### src/rtl/ws2812b_chain.sv
// ws2812b_chain: streams NUM_PIXELS 24-bit {g,r,b} pixels onto a WS2812B serial
// line. It takes one pixel per valid/ready handshake into a one-entry prefetch
// buffer, raises a sticky underrun flag and pulses done after the latch period.
// Optional build macro WS2812B_BRIGHTNESS_EN adds a brightness port; each channel
// is then scaled when the pixel is accepted.
module ws2812b_chain #(
  parameter int CLK_FREQ_HZ = 50_000_000,
  parameter int NUM_PIXELS  = 8,
  parameter int T0H_NS      = 400,
  parameter int T0L_NS      = 850,
  parameter int T1H_NS      = 800,
  parameter int T1L_NS      = 450,
  parameter int TRES_US     = 50
) (
  input  logic       clock,
  input  logic       reset_n,
  input  logic       start,
  input  logic       pixel_valid,
  output logic       pixel_ready,
  input  logic [7:0] r,
  input  logic [7:0] g,
  input  logic [7:0] b,
`ifdef WS2812B_BRIGHTNESS_EN
  input  logic [7:0] brightness,
`endif
  output logic       bit_out,
  output logic       busy,
  output logic       done,
  output logic       underrun
);

  // Nanoseconds to clock cycles, rounded to nearest.
  function automatic int ns2cyc(input int khz, input int ns);
    longint p;
    p = longint'(khz) * longint'(ns) + 64'sd500_000;
    return int'(p / 64'sd1_000_000);
  endfunction

  localparam int KHZ     = CLK_FREQ_HZ / 1000;
  localparam int T0H_CYC = ns2cyc(KHZ, T0H_NS);
  localparam int T0L_CYC = ns2cyc(KHZ, T0L_NS);
  localparam int T1H_CYC = ns2cyc(KHZ, T1H_NS);
  localparam int T1L_CYC = ns2cyc(KHZ, T1L_NS);
  localparam int RES_CYC = int'(longint'(KHZ) * longint'(TRES_US) / 64'sd1000);

  localparam int MAX_A   = (T0H_CYC > T0L_CYC) ? T0H_CYC : T0L_CYC;
  localparam int MAX_B   = (T1H_CYC > T1L_CYC) ? T1H_CYC : T1L_CYC;
  localparam int MAX_C   = (MAX_A > MAX_B) ? MAX_A : MAX_B;
  localparam int MAX_CYC = (MAX_C > RES_CYC) ? MAX_C : RES_CYC;
  localparam int CNT_W   = $clog2(MAX_CYC + 1);
  localparam int PX_W    = $clog2(NUM_PIXELS + 1);

  // Every phase must last at least one cycle and the frame size must be sane.
  if (T0H_CYC < 1 || T0L_CYC < 1 || T1H_CYC < 1 || T1L_CYC < 1 || RES_CYC < 1) begin : g_bad_timing
    $error("ws2812b_chain: a derived cycle count is below 1");
  end
  if (NUM_PIXELS < 1 || NUM_PIXELS > 1024) begin : g_bad_pixels
    $error("ws2812b_chain: NUM_PIXELS out of range 1..1024");
  end

  typedef enum logic [2:0] {S_IDLE, S_WAIT, S_HIGH, S_LOW, S_LATCH} state_t;

  state_t            state, state_nx;
  logic [CNT_W-1:0]  cnt;
  logic [4:0]        bit_idx;
  logic [23:0]       shreg;
  logic [23:0]       buf_data;
  logic              buf_full;
  logic [PX_W-1:0]   px_fetched;
  logic [PX_W-1:0]   px_sent;
  logic [23:0]       pix_in;
  logic              handshake;

  logic              cnt_clr;
  logic              load_sr;
  logic              shift_sr;
  logic              set_ur;
  logic              frame_start;
  logic              done_nx;
  logic [CNT_W-1:0]  hi_end;
  logic [CNT_W-1:0]  lo_end;

`ifdef WS2812B_BRIGHTNESS_EN
  // Channel scaling: c * (brightness + 1) / 256 with a 16-bit product.
  function automatic logic [7:0] scale(input logic [7:0] c, input logic [7:0] br);
    logic [15:0] p;
    p = {8'd0, c} * ({8'd0, br} + 16'd1);
    return p[15:8];
  endfunction

  assign pix_in = {scale(g, brightness), scale(r, brightness), scale(b, brightness)};
`else
  assign pix_in = {g, r, b};
`endif

  assign busy        = (state != S_IDLE);
  assign pixel_ready = busy && !buf_full && (px_fetched < PX_W'(NUM_PIXELS));
  assign handshake   = pixel_valid && pixel_ready;
  assign hi_end      = shreg[23] ? CNT_W'(T1H_CYC - 1) : CNT_W'(T0H_CYC - 1);
  assign lo_end      = shreg[23] ? CNT_W'(T1L_CYC - 1) : CNT_W'(T0L_CYC - 1);

  // State register.
  always_ff @(posedge clock) begin
    if (!reset_n) state <= S_IDLE;
    else          state <= state_nx;
  end

  // Next-state decode and one-cycle control strobes.
  always_comb begin
    state_nx    = state;
    cnt_clr     = 1'b0;
    load_sr     = 1'b0;
    shift_sr    = 1'b0;
    set_ur      = 1'b0;
    frame_start = 1'b0;
    done_nx     = 1'b0;
    unique case (state)
      S_IDLE: begin
        // A start coinciding with the done pulse is dropped.
        if (start && !done) begin
          frame_start = 1'b1;
          state_nx    = S_WAIT;
        end
      end
      S_WAIT: begin
        if (buf_full) begin
          load_sr  = 1'b1;
          cnt_clr  = 1'b1;
          state_nx = S_HIGH;
        end
      end
      S_HIGH: begin
        if (cnt == hi_end) begin
          cnt_clr  = 1'b1;
          state_nx = S_LOW;
        end
      end
      S_LOW: begin
        if (cnt == lo_end) begin
          cnt_clr = 1'b1;
          if (bit_idx != 5'd0) begin
            shift_sr = 1'b1;
            state_nx = S_HIGH;
          end else if (px_sent == PX_W'(NUM_PIXELS)) begin
            state_nx = S_LATCH;
          end else if (buf_full) begin
            load_sr  = 1'b1;
            state_nx = S_HIGH;
          end else begin
            // Source fell behind: hold the line low until a pixel arrives.
            set_ur   = 1'b1;
            state_nx = S_WAIT;
          end
        end
      end
      S_LATCH: begin
        if (cnt == CNT_W'(RES_CYC - 1)) begin
          done_nx  = 1'b1;
          state_nx = S_IDLE;
        end
      end
      default: state_nx = S_IDLE;
    endcase
  end

  // Control registers: timing counter, bit index, buffer flag, pixel counters, flags, line.
  always_ff @(posedge clock) begin
    if (!reset_n) begin
      cnt        <= '0;
      bit_idx    <= 5'd0;
      buf_full   <= 1'b0;
      px_fetched <= '0;
      px_sent    <= '0;
      underrun   <= 1'b0;
      done       <= 1'b0;
      bit_out    <= 1'b0;
    end else begin
      if (cnt_clr || state == S_IDLE || state == S_WAIT) cnt <= '0;
      else                                               cnt <= cnt + 1'b1;

      if (load_sr)       bit_idx <= 5'd23;
      else if (shift_sr) bit_idx <= bit_idx - 5'd1;

      if (handshake)    buf_full <= 1'b1;
      else if (load_sr) buf_full <= 1'b0;

      if (frame_start)    px_fetched <= '0;
      else if (handshake) px_fetched <= px_fetched + 1'b1;

      if (frame_start)  px_sent <= '0;
      else if (load_sr) px_sent <= px_sent + 1'b1;

      if (frame_start) underrun <= 1'b0;
      else if (set_ur) underrun <= 1'b1;

      done    <= done_nx;
      bit_out <= (state == S_HIGH);
    end
  end

  // Pixel data path: buffer capture and MSB-first shift register.
  always_ff @(posedge clock) begin
    if (handshake) buf_data <= pix_in;
    if (load_sr)       shreg <= buf_data;
    else if (shift_sr) shreg <= {shreg[22:0], 1'b0};
  end

endmodule
### config.mk
export PLATFORM = sky130hd
export DESIGN_NAME = ws2812b_chain
export DESIGN_NICKNAME = d
export VERILOG_FILES = /design/src/rtl/ws2812b_chain.sv
export SDC_FILE = /design/constraint.sdc
export NUM_CORES = 1
export LEC_CHECK = 0
export CAP_MARGIN = 20
export CORE_ASPECT_RATIO = 1.5
export CORE_MARGIN = 1
export CORE_UTILIZATION = 40
export CTS_CLUSTER_SIZE = 14
export DETAILED_ROUTE_END_ITERATION = 8
export SLEW_MARGIN = 25
export SYNTH_ARGS = -nofsm -noshare
export SYNTH_HDL_FRONTEND = slang
export SYNTH_SLANG_ARGS = --single-unit
### constraint.sdc
create_clock -name clock -period 3.68 [get_ports clock]
set_input_delay 0.736 -clock clock [delete_from_list [all_inputs] [get_ports clock]]
set_output_delay 0.736 -clock clock [all_outputs]
set_load 0.01 [all_outputs]
== Yosys cells after proc, flatten, opt, wreduce, memory -nomap -nowiden ==
Index checks and enable logic that the tools add are counted.
Storage, ports and cells
  bits of input ports: 28
  register bits: 80
  logic and storage cells: 85
  output and inout bits: 5
Operators by class
  eq/ne operators: 13
  reduce and logical (&&, ||, !) cells: 18
  $lt $le $gt $ge: 1
  bitwise gates (word level): 1
  add/sub/neg operators: 4
  multiplexer cells: 36
Operator list (number)
  24-bit 2-to-1 mux: 2
  12-bit by 6-bit equality test with 1-bit output: 2
  3-bit 2-to-1 mux: 7
  1-bit 2-to-1 mux: 19
  3-bit one-hot mux with 5 select lines: 1
  12-bit by 1-bit adder with 12-bit output, second input constant: 1
  12-bit equality test, second input constant: 1
  6-bit 2-to-1 mux: 2
  5-bit 2-to-1 mux: 2
  2-bit != test, second input constant: 5
  4-bit by 1-bit adder with 4-bit output, second input constant: 2
  3-bit by 2-bit equality test with 1-bit output, second input constant: 2
  2-bit OR reduction: 3
  5-bit AND reduction: 1
  5-bit nonzero test: 1
  5-bit by 1-bit subtractor with 5-bit output, second input constant: 1
  4-bit equality test, second input constant: 1
  1-bit logical AND: 4
  4-bit less-than comparator, second input constant: 1
  2-bit nonzero test: 2
  3-bit by 1-bit equality test with 1-bit output, second input constant: 1
  3-bit equality test, second input constant: 1
  3-bit logical NOT: 1
  1-bit one-hot mux with 3 select lines: 1
  other kinds (7): 9

== Longest topological paths before layout ==
Gate-level depths: netlist of the first run.
  word-level depth: 7
  mapped depth: 8
  gate-level depth less buffers: 7

== Worst setup path before layout of the first run ==
Ideal clock, no wire load.
  path type: reg-to-reg
  start point: register state[1]
  end point: register px_fetched[2]
  buffers on the path: 1
  period minus slack after synthesis: 3.150 ns
  path slack: 0.530 ns
  setup time: 0.127 ns
  arrival time: 3.024 ns
  data required time: 3.553 ns
  cell stages (with the launch flop): 7
  cell sequence: dfxtp_1 > clkdlybuf4s50_2 > nor3_1 > nor4b_2 > nand2_1 > xor2_1 > nor2_1
On the way
  longest elaborated chain between the ends: 4
  elaborated cells between the ends (all ways): 7
  those cells by class: mux: 1; reduce/logical: 6
Ends and longest elaborated chain
  start: declaration: RTL line 63  | state_t state, state_nx;
  start signal: assignment: RTL line 105  | else state <= state_nx;
  3-bit nonzero test: RTL line 96  | assign busy = (state != S_IDLE);
  1-bit logical AND (2 in a row): RTL line 97  | assign pixel_ready = busy && !buf_full && (px_fetched < PX_W'(NUM_PIXELS));
  1-bit logical AND: RTL line 98  | assign handshake = pixel_valid && pixel_ready;
  named net handshake: RTL line 72  | logic handshake;
  end signal: assignment: RTL line 188  | else if (handshake) px_fetched <= px_fetched + 1'b1;
  end: declaration: RTL line 69  | logic [PX_W-1:0] px_fetched;
The timed path passes the listed nets, and every way through them passes these cells.
A chain may end at the register's enable or synchronous reset.

== Final worst setup path of the first run ==
  start point: register bit_idx[0]
  end point: register shreg[11] (data pin)
On the way
  longest elaborated chain between the ends: 5
Ends and longest elaborated chain
  start: declaration: RTL line 65  | logic [4:0] bit_idx;
  start signal: assignment: RTL line 182  | else if (shift_sr) bit_idx <= bit_idx - 5'd1;
  5-bit nonzero test: RTL line 141  | if (bit_idx != 5'd0) begin
  1-bit 2-to-1 mux: RTL line 141
  1-bit 2-to-1 mux: RTL line 139  | if (cnt == lo_end) begin
  1-bit one-hot mux with 2 select lines: RTL line 117  | unique case (state)
  24-bit 2-to-1 mux: RTL line 204  | if (load_sr) shreg <= buf_data;
  end signal: assignment: RTL line 204
  end signal: assignment: RTL line 205  | else if (shift_sr) shreg <= {shreg[22:0], 1'b0};
  end: declaration: RTL line 66  | logic [23:0] shreg;
Every way passes these cells.

==> qor.csv, run 1 <==
stage,metric,value,unit
clock_tree,clkTransAtPathRegs,0.06,ns
logic_synthesis,synth_most_common_cell,edfxtp_1,
detailed_routing,avgViaCountPerCell,5.13,
global_route,overflow,0,
logic_synthesis,synth_edf_count,48,
logic_synthesis,syn-num-nets,301,
detailed_routing,postRouteAntennaNets,0,
floorplan,core,8460,um^2
min_path,min-delay-start,px_sent[2],
floorplan,die_h,117,um
clock_tree,clk_latency,0.33,ns
worst_setup_path,cp-startpoint,bit_idx[0],
clock_tree,cts.sinks,80,
clock_tree,cts-buffers-inserted,9,
power,seq_power_share,47.6,%
worst_setup_path,startpoint_type,flip-flop,
min_path,worstHoldPathType,reg2reg,
power,leakagePower,1.43,nW
detailed_routing,wl,6.24,mm
power,p_sw,0.625,mW
timing,hold_viol,0,
logic_synthesis,yosysUniqueCellTypes,58,
worst_setup_path,crit_type,reg2reg,
placed_design,dp_hpwl,4.43,mm
global_route,grt_pass1_vias,2087,
detailed_routing,vias,2132,
timing,skew,0.00316,ns
floorplan,start_util,41.4,%
timing,setup_violations,0,
worst_setup_path,crit_required,3.76,ns
global_route,grt_max_degree,25,
placed_design,portBuffers,32,
power,power.share.clock,35.2,%
power,power_density,575,nW/um^2
logic_synthesis,synth_top_area_cell,edfxtp_1,
timing,max_freq,0.351,GHz
clock_tree,cts_tree,done,
timing,fin_tns_setup,0,ns
detailed_routing,dr.pass1.iters,4,
logic_synthesis,synth.cell_area,3500,um^2
timing,finalCritPeriodShare,77.5,%
global_route,grt_pass1_wl,10.2,mm
timing,fin_crit,2.85,ns
logic_synthesis,ys_top_cells_by_area,"edfxtp_1, dfxtp_1, mux2_2, nor2_1, ha_1",
logic_synthesis,syn_area_per_cell,13.2,um^2
clock_tree,ctsResizeCount,0,
timing,slew_headroom,57.7,%
timing,slew_violations,0,
worst_setup_path,crit_path_end_kind,flip-flop,
clock_tree,post_cts_buffers,0,
logic_synthesis,synth-async-reset-ratio,0,%
power,combPwrFrac,17.2,%
floorplan,die_w,78.4,um
clock_tree,clockRootBuffer,clkbuf_16,
power,p_sw_share,25.8,%
logic_synthesis,synth_top_cell_area_share,41.1,%
worst_setup_path,arrival,2.93,ns
timing,worstMarginPinSlew,0.632,ns
clock_tree,clockBufferDepth,2,
power,vdd_drop_max,0.265,mV
worst_setup_path,r2r-end,shreg[11],
run_status,status,finished clean,
clock_tree,h-tree-depth,3,
placed_design,place_ws,0.801,ns
timing,fin_ws,0.829,ns
placed_design,gp_congestion,0.794,
global_route,antenna_found_initial,0,
logic_synthesis,synth_seq_cells,80,
detailed_routing,wl_per_cell,15.0,um
layout,area_growth_syn_to_layout,20.4,%
logic_synthesis,synth_flop_cell,edfxtp_1,
detailed_routing,drc_errors,0,
logic_synthesis,synthCells,266,
layout,num_antenna_cells,0,
worst_setup_path,reg2reg_depth,8,
logic_synthesis,yosysWarnings,0,
detailed_routing,drt_iter0_markers,56,
worst_setup_path,reg2reg_slack,0.83,ns
timing,rsz0062_at_grt,no,
logic_synthesis,ys_top_cells_by_count,"edfxtp_1, dfxtp_1, nor2_1",
flow_run,drv_cap,0,
min_path,hold_end,px_sent[2],
global_route,track_usage,15.1,%
layout,drive_gt1_share,19.4,%
worst_setup_path,r2r_start,bit_idx[0],
min_path,worst_hold_path.num_cells,2,
floorplan,rows,41,
worst_setup_path,cp_max_fo,17,
layout,fin_nets,339,
clock_tree,cts_hold_buffers,0,
logic_synthesis,synth_seq_area_share,59.4,%
floorplan,io-pin-count,33,
floorplan,dieArea,9150,um^2
power,p_int,1.80,mW
==> worst max-delay path by stage <==
stage / end / slack, ns / depth (start not counted)
4_1_cts: shreg[3] / 0.80 / 7
5_1_grt: shreg[3] / 0.66 / 7
2_1_floorplan: px_fetched[2] / 0.53 / 6
3_5_place_dp: shreg[14] / 0.80 / 7
6_report: shreg[11] / 0.83 / 8
3_3_place_gp: shreg[13] / 0.86 / 8
==> through the flow <==
step                      std cells  util, %  total power, mW  cell area [um^2]  hold WS (ns)
after CTS                       416     49.8             2.46              4220         0.490
after global placement          400     46.4             1.59              3930         0.476
after floorplan                 266        -             1.45              3500         0.448
after detailed placement        400     46.4             1.60              3930         0.481
final                           416     49.8             2.42              4220         0.491
after global routing            416     49.8             2.55              4220         0.522
==> cell type report <==
type                    instances  area (um^2)
clock buffers                  11          233
clock inverters                 5         57.6
fillers                       750         4250
inverters                       9         33.8
multi-input cells             169         1320
flip-flops and latches         80         2080
well taps                     107          134
repair buffers                 35          355
==> kinds of logic (layout without fill, tap and decap cells) <==
| kind of cell | after synthesis | in the layout | synth area share (%) |
|---|---|---|---|
| muxes | 27 | 27 | 8.57 |
| adders and majority gates | 7 | 7 | 2.50 |
| xor gates and xnor gates | 15 | 15 | 3.75 |
| DFF | 80 | 80 | 59.4 |
| and+or+nand+nor | 91 | 91 | 15.7 |
| AOI/OAI and AO/OA | 29 | 29 | 7.00 |
| buffers and inverters | 17 | 60 | 3.07 |
==> placed cells by master (no fill, tap or decap), drive strengths merged, types with 2 or more instances in the layout <==
master	netlist	layout
nand4b	3	3
nand2	11	11
o31ai	3	3
clkbuf	4	11
inv	9	9
nor2	28	28
mux2	24	24
xnor2	7	7
ha	7	7
a21oi	5	5
nor3b	3	3
xor2	8	8
dfxtp	32	32
nand3	6	6
o41ai	2	2
nor4b	3	3
and3	8	8
nand4	4	4
nor3	7	7
a41oi	2	2
or2	2	2
buf	3	3
clkdlybuf4s50	1	32
o21ai	5	5
mux2i	3	3
clkinvlp	0	3
nand3b	3	3
edfxtp	48	48
or3b	2	2
or4	4	4
==> critical path, stage by stage, from the launching register on <==
cell and delay [ns]:
dfxtp_1 0.32, inv_1 0.08, ha_1 0.15, or4b_2 0.65, nor3_2 0.31, a32oi_4 0.21, nor2_8 0.22, buf_4 0.28
mux2_2 0.37
==> flip-flops by register name, indices dropped and copies added, names as in the netlist <==
name        count
shreg          24
done            1
bit_out         1
buf_data       24
buf_full        1
state           3
px_sent         4
cnt            12
underrun        1
px_fetched      4
bit_idx         5
==> power groups by stage <==
stage / sequential (mW) / combinational, mW / clock, mW
after floorplan: 1.13 / 0.316 / 0
after global placement: 1.18 / 0.416 / 0
after detailed placement: 1.17 / 0.423 / 0
after CTS: 1.16 / 0.425 / 0.881
after global routing: 1.17 / 0.461 / 0.916
final: 1.15 / 0.416 / 0.855
==> per-layer routing <==
layer  GRT usage, %  share of wire (%)
met3           3.91                3.1
met5              0                  0
met2           26.4                 52
met1           17.1                 42
met4           7.41                2.2
No activity file was read; power rests on OpenSTA's default activity.
==> run 2: changes to the inputs <==
==> constraint.sdc (replaced) <==
create_clock -name clock -period 2.7 [get_ports clock]
set_input_delay 0.54 -clock clock [delete_from_list [all_inputs] [get_ports clock]]
set_output_delay 0.54 -clock clock [all_outputs]
set_load 0.01 [all_outputs]
==> run 2 against run 1 <==
Non-clock buffer count increased by 12. Worst setup slack got worse by 0.60 ns. Highest routed layer unchanged. Hold slack got worse by 0.0081 ns. Via count increased by 3.2%. Count of clock-buffer cells in the layout unchanged. Cell count increased by 2.9%. Die area unchanged. Combinational power increased by 51%.
==> qor.csv, run 2 (synthesis gave the netlist of run 1 again) <==
stage,metric,value,unit,change
worst_setup_path,cp_max_fo,12,,-5
timing,max_freq,0.405,GHz,+16%
detailed_routing,vias,2200,,+3.2%
layout,final_area,4370,um^2,+3.5%
placed_design,placed_cell_area,4040,um^2,+2.7%
timing,setup_violations,0,,unchanged
placed_design,dp_hpwl,4.49,mm,+1.2%
run_status,status,finished clean,,
global_route,antenna_found_initial,0,,unchanged
clock_tree,clkTransAtPathRegs,0.06,ns,about the same
floorplan,rows,41,,unchanged
worst_setup_path,cp-startpoint,bit_idx[0],,
global_route,use_met2,28.3,%,+1.9 points
min_path,worstHoldPathType,reg2reg,,
global_route,grt.met1_usage,17.2,%,+0.098 points
flow_run,drv_cap,0,,unchanged
timing,hold_viol,0,,unchanged
placed_design,place_ws,0.0622,ns,-0.739 ns
layout,final_cell_mix,"edfxtp_1, dfxtp_1, clkdlybuf4s50_1",,
timing,slew_violations,0,,unchanged
clock_tree,clk_latency,0.33,ns,about the same
worst_setup_path,path_cells,"inv_1, ha_1, or4b_4, nor3_4, a32oi_4, nor2_8, buf_12, mux2_2",,
detailed_routing,drc_errors,0,,unchanged
placed_design,placedCellCount,411,,+2.8%
timing,holdWs,0.483,ns,-0.00815 ns
worst_setup_path,r2r_start,bit_idx[0],,
clock_tree,cts_hold_buffers,0,,unchanged
global_route,overflow,0,,unchanged
floorplan,die_w,78.4,um,unchanged
detailed_routing,wl,6.46,mm,+3.6%
detailed_routing,dr.pass1.iters,4,,unchanged
timing,fin_tns_setup,0,ns,unchanged
power,power_density,792,nW/um^2,+38%
global_route,grt_pass1_vias,2227,,+6.7%
worst_setup_path,reg2reg_depth,8,,unchanged
timing,rsz0062_at_grt,no,,
layout,multiInputGateArea,1330,um^2,+0.76%
floorplan,core,8460,um^2,unchanged
detailed_routing,wl_per_cell,15.1,um,+0.72%
clock_tree,clockBufferDepth,2,,unchanged
worst_setup_path,crit_path_end_kind,flip-flop,,
timing,finalCritPeriodShare,91.4,%,+14 points
detailed_routing,postRouteAntennaNets,0,,unchanged
global_route,track_usage,16.0,%,+0.82 points
layout,largestRegisters,"buf_data: 24 flops, shreg: 24 flops, cnt: 12 flops",,
power,leakagePower,1.52,nW,+5.9%
worst_setup_path,timing.critical_path.buf_inv,2,,unchanged
clock_tree,h-tree-depth,3,,unchanged
floorplan,start_util,41.4,%,unchanged
layout,fin_util,51.6,%,+1.8 points
floorplan,die_h,117,um,unchanged
timing,fin_ws,0.233,ns,-0.596 ns
timing,fin_crit,2.47,ns,-0.384 ns
clock_tree,cts.sinks,80,,unchanged
layout,seq_area,2080,um^2,unchanged
worst_setup_path,cpPeakStageDelay,0.50,ns,-0.15 ns
layout,final_common_cell,edfxtp_1,,
timing,worstMarginPinSlew,0.585,ns,-0.0474 ns
placed_design,gp_congestion,0.808,,+1.7%
floorplan,dieArea,9150,um^2,unchanged
floorplan,io-pin-count,33,,unchanged
detailed_routing,drt_iter0_markers,128,,+130%
layout,fillers,720,,-4.0%
worst_setup_path,cp_top_family,simple AND/OR/NAND/NOR gates,,
global_route,grt_pass1_wl,10.8,mm,+5.8%
layout,drive_gt1_share,22.4,%,+3.0 points
timing,slew_headroom,60.0,%,+2.3 points
timing,skew,0.00539,ns,+0.00223 ns
worst_setup_path,crit_type,reg2reg,,
global_route,grt_max_degree,30,,+20%
layout,fin_nets,351,,+3.5%
worst_setup_path,crit_end,shreg[15],,
worst_setup_path,crit_required,2.78,ns,-0.98 ns
worst_setup_path,cp.depth,8,,unchanged
detailed_routing,avgViaCountPerCell,5.14,,+0.30%
worst_setup_path,startpoint_type,flip-flop,,
layout,area_growth_syn_to_layout,24.6,%,
clock_tree,cts-buffers-inserted,9,,unchanged
worst_setup_path,reg2reg_slack,0.23,ns,-0.60 ns
worst_setup_path,r2r-end,shreg[15],,
clock_tree,cts_tree,done,,
layout,finalNonFillerCells,428,,+2.9%
layout,num_antenna_cells,0,,unchanged
global_route,top_usage_layer,met2,,
worst_setup_path,arrival,2.55,ns,-0.38 ns
power,vdd_drop_max,0.376,mV,+42%
global_route,use_met3,4.77,%,+0.86 points
worst_setup_path,slowest_stage,or4b_4,,
power,p_total,3.46,mW,+43%
placed_design,portBuffers,32,,unchanged
clock_tree,clockRootBuffer,clkbuf_16,,
run 2: cell count changes in the layout (fill, tap and decap cells not counted):
cell        before  now
buf_4            2   12
buf_12           1    3
clkinvlp_4       3    1
bufinv_16        1    2
clkinv_4         0    1
nor3_2           1    0
nor3_4           0    1
or4b_2           1    0
or4b_4           0    1
run 2: cell type report:
cell class | instances | share of cell area (%)
Tap cell | 107 | 3.07
Clock inverter | 5 | 1.86
Sequential cell | 80 | 47.7
Inverter | 9 | 0.773
Multi-Input combinational cell | 169 | 30.5
Clock buffer | 11 | 5.33
Timing Repair Buffer | 47 | 10.8
run 2: worst min-delay path by stage:
stage	depth (start not counted)	from	end	slack, ns
finish	2	px_sent[2]	px_sent[2]	0.48
global route	2	px_sent[2]	px_sent[2]	0.52
CTS	2	px_sent[2]	px_sent[2]	0.48
detailed placement	2	px_sent[2]	px_sent[2]	0.48
global placement	1	cnt[0]	cnt[0]	0.48
floorplan	1	cnt[0]	cnt[0]	0.45
run 2: worst register-to-register path, delay by kind of cell (launching register included):
kind	cells	cell delay [ns]
and+or+nand+nor	3	0.97
AOI/OAI and AO/OA	1	0.19
adders and majority gates	1	0.15
buffers and inverters	2	0.24
DFF	1	0.33
muxes	1	0.33
run 2: repair_timing:
action / CTS / global route
gates resized for setup: 0 / 2
setup endpoints to repair: 0 / 23
setup buffers: 0 / 1
run 2: power breakdown:
part | total [mW] | internal (mW) | switching [mW]
clock network | 1.27 | 0.810 | 0.463
logic | 0.629 | 0.294 | 0.334
registers | 1.56 | 1.48 | 0.0826
total | 3.46 | 2.58 | 0.880
run 2: metal layers:
| metal | part of all wire (%) | wire (um) |
|---|---|---|
| met5 | 0 | 0 |
| met4 | 1.6 | 104 |
| met3 | 3.2 | 209 |
| met2 | 52 | 3390 |
| met1 | 43 | 2760 |
==> run 3: changes to the inputs <==
==> constraint.sdc (replaced) <==
create_clock -name clock -period 2.1 [get_ports clock]
set_input_delay 0.42 -clock clock [delete_from_list [all_inputs] [get_ports clock]]
set_output_delay 0.42 -clock clock [all_outputs]
set_load 0.01 [all_outputs]
==> run 3 against run 2 <==
The run now ends with setup timing left. Clock skew rose by 0.0020 ns. Sequential power up 28%. Cell count grew 11%. Die area stayed put. Total power rose by 36%. Utilization is 7.0 points higher. Cell area is 14% higher.
==> qor.csv, run 3 (synthesis gave the netlist of run 1 again) <==
stage,metric,value,unit,change
layout,fin_nets,401,,+14%
timing,slew_violations,0,,unchanged
global_route,antenna_found_initial,0,,unchanged
floorplan,dieArea,9150,um^2,unchanged
worst_setup_path,cp_max_fo,8,,-4
worst_setup_path,startpoint_type,flip-flop,,
detailed_routing,dr.pass1.iters,4,,unchanged
clock_tree,cts-buffers-inserted,9,,unchanged
placed_design,gp_congestion,0.874,,+8.1%
timing,max_freq,0.425,GHz,+4.8%
layout,finalNonFillerCells,477,,+11%
clock_tree,cts.sinks,80,,unchanged
placed_design,placed_cell_area,4390,um^2,+8.8%
floorplan,start_util,41.4,%,unchanged
layout,final_area,4960,um^2,+14%
timing,worstMarginPinSlew,0.376,ns,-0.209 ns
placed_design,dp_hpwl,5.13,mm,+14%
detailed_routing,wl_per_cell,16.3,um,+8.2%
floorplan,die_w,78.4,um,unchanged
clock_tree,clockBufferDepth,2,,unchanged
clock_tree,clkTransAtPathRegs,0.06,ns,about the same
floorplan,rows,41,,unchanged
power,power_density,947,nW/um^2,+19%
floorplan,die_h,117,um,unchanged
layout,largestRegisters,"buf_data: 24 flops, shreg: 24 flops, cnt: 12 flops",,
layout,num_antenna_cells,0,,unchanged
clock_tree,h-tree-depth,3,,unchanged
floorplan,io-pin-count,33,,unchanged
placed_design,portBuffers,32,,unchanged
layout,drive_gt1_share,37.8,%,+15 points
clock_tree,clockRootBuffer,clkbuf_16,,
detailed_routing,avgViaCountPerCell,5.13,,-0.28%
timing,finalCritPeriodShare,112,%,+21 points
layout,final_common_cell,buf_4,,
timing,setup_violations,51,,+51
layout,fin_util,58.6,%,+7.0 points
timing,rsz0062_at_grt,yes,,
worst_setup_path,crit_type,reg2reg,,
flow_run,drv_cap,0,,unchanged
worst_setup_path,slowest_stage,or4b_4,,
clock_tree,cts_hold_buffers,0,,unchanged
run_status,violations,setup timing,,
power,vdd_drop_max,0.608,mV,+62%
timing,slew_headroom,74.8,%,+15 points
global_route,grt_pass1_vias,2511,,+13%
run_status,status,"complete, but fails checks",,
detailed_routing,drc_errors,0,,unchanged
placed_design,placedCellCount,451,,+9.7%
clock_tree,clk_latency,0.33,ns,about the same
worst_setup_path,cpPeakStageDelay,0.47,ns,-0.03 ns
layout,seq_area,2090,um^2,+0.36%
timing,skew,0.00742,ns,+0.00203 ns
detailed_routing,postRouteAntennaNets,0,,unchanged
worst_setup_path,path_cells,"inv_2, ha_4, or4b_4, nor3_4, a32oi_4, nor2_8, clkbuf_16, mux2_4",,
worst_setup_path,crit_required,2.17,ns,-0.61 ns
min_path,worstHoldPathType,reg2reg,,
layout,final_cell_mix,"buf_4, edfxtp_1, clkdlybuf4s50_1",,
power,p_total,4.70,mW,+36%
timing,fin_ws,-0.253,ns,-0.486 ns
detailed_routing,drt_iter0_markers,96,,-25%
detailed_routing,wl,7.79,mm,+21%
timing,fin_crit,2.35,ns,-0.114 ns
worst_setup_path,crit_path_end_kind,flip-flop,,
global_route,grt_pass1_wl,12.3,mm,+14%
worst_setup_path,arrival,2.43,ns,-0.12 ns
layout,fillers,688,,-4.4%
layout,area_growth_syn_to_layout,41.6,%,
clock_tree,cts_tree,done,,
timing,hold_viol,0,,unchanged
layout,multiInputGateArea,1470,um^2,+11%
detailed_routing,vias,2445,,+11%
power,leakagePower,1.86,nW,+23%
global_route,grt_max_degree,24,,-20%
global_route,overflow,0,,unchanged
global_route,track_usage,18.3,%,+2.3 points
floorplan,core,8460,um^2,unchanged
==> run 3: stage by stage <==
stage	setup TNS, ns	hold slack (ns)	setup WS (ns)
after detailed placement	-12.30	0.488	-0.279
after global routing	-14.87	0.514	-0.327
after floorplan	-12.21	0.448	-0.285
final	-10.09	0.475	-0.253
after CTS	-9.18	0.483	-0.252
after global placement	-9.16	0.470	-0.218
==> run 3: path summary, 6_finish.rpt <==
check | startpoint | end | slack [ns] | depth (start not counted)
worst min-delay path | px_sent[2] | px_sent[2] | 0.47 | 2
worst max-delay path | bit_idx[0] | shreg[14] | -0.25 | 8
worst max register to register | bit_idx[0] | shreg[14] | -0.25 | 8
worst min register to register | px_sent[2] | px_sent[2] | 0.47 | 2
==> run 3: report_power, final <==
group          switching (mW)  internal, mW  total, mW
registers              0.0964          1.90       2.00
clock network           0.577         0.938       1.52
logic                   0.545         0.635       1.18
==> run 3: what timing repair did <==
action / 4_1_cts / 5_1_grt
setup endpoints to repair: 70 / 71
resized for setup: 22 / 18
cloned: 2 / 2
pin swaps: 3 / 14
buffers inserted: 7 / 5
==> run 3: layer usage <==
| metal | wire length [um] | part of all wire (%) | track usage (%) | vias up |
|---|---|---|---|---|
| met5 | 0 | 0 | 0 | - |
| met4 | 204 | 2.6 | 10.1 | 0 |
| met3 | 211 | 2.7 | 3.83 | 15 |
| met2 | 4040 | 52 | 31.5 | 36 |
| met1 | 3340 | 43 | 21.1 | 1205 |
| li1 | - | - | - | 1189 |
==> run 3: area by class of cell <==
cell class / count / share of cell area [%]
multi-input combinational: 169 / 29.7
inverter: 9 / 0.681
sequential: 80 / 42.1
clock buffer: 11 / 4.89
clock inverter: 4 / 0.908
tap: 107 / 2.70
timing repair buffer: 97 / 19.0
==> run 3: critical path, delay by kind of cell (launching register included) <==
kind | cells | cell delay [ns]
AOI/OAI and AO/OA | 1 | 0.18
muxes | 1 | 0.30
buffers and inverters | 2 | 0.27
and+or+nand+nor | 3 | 0.90
adders and majority gates | 1 | 0.13
DFF | 1 | 0.32
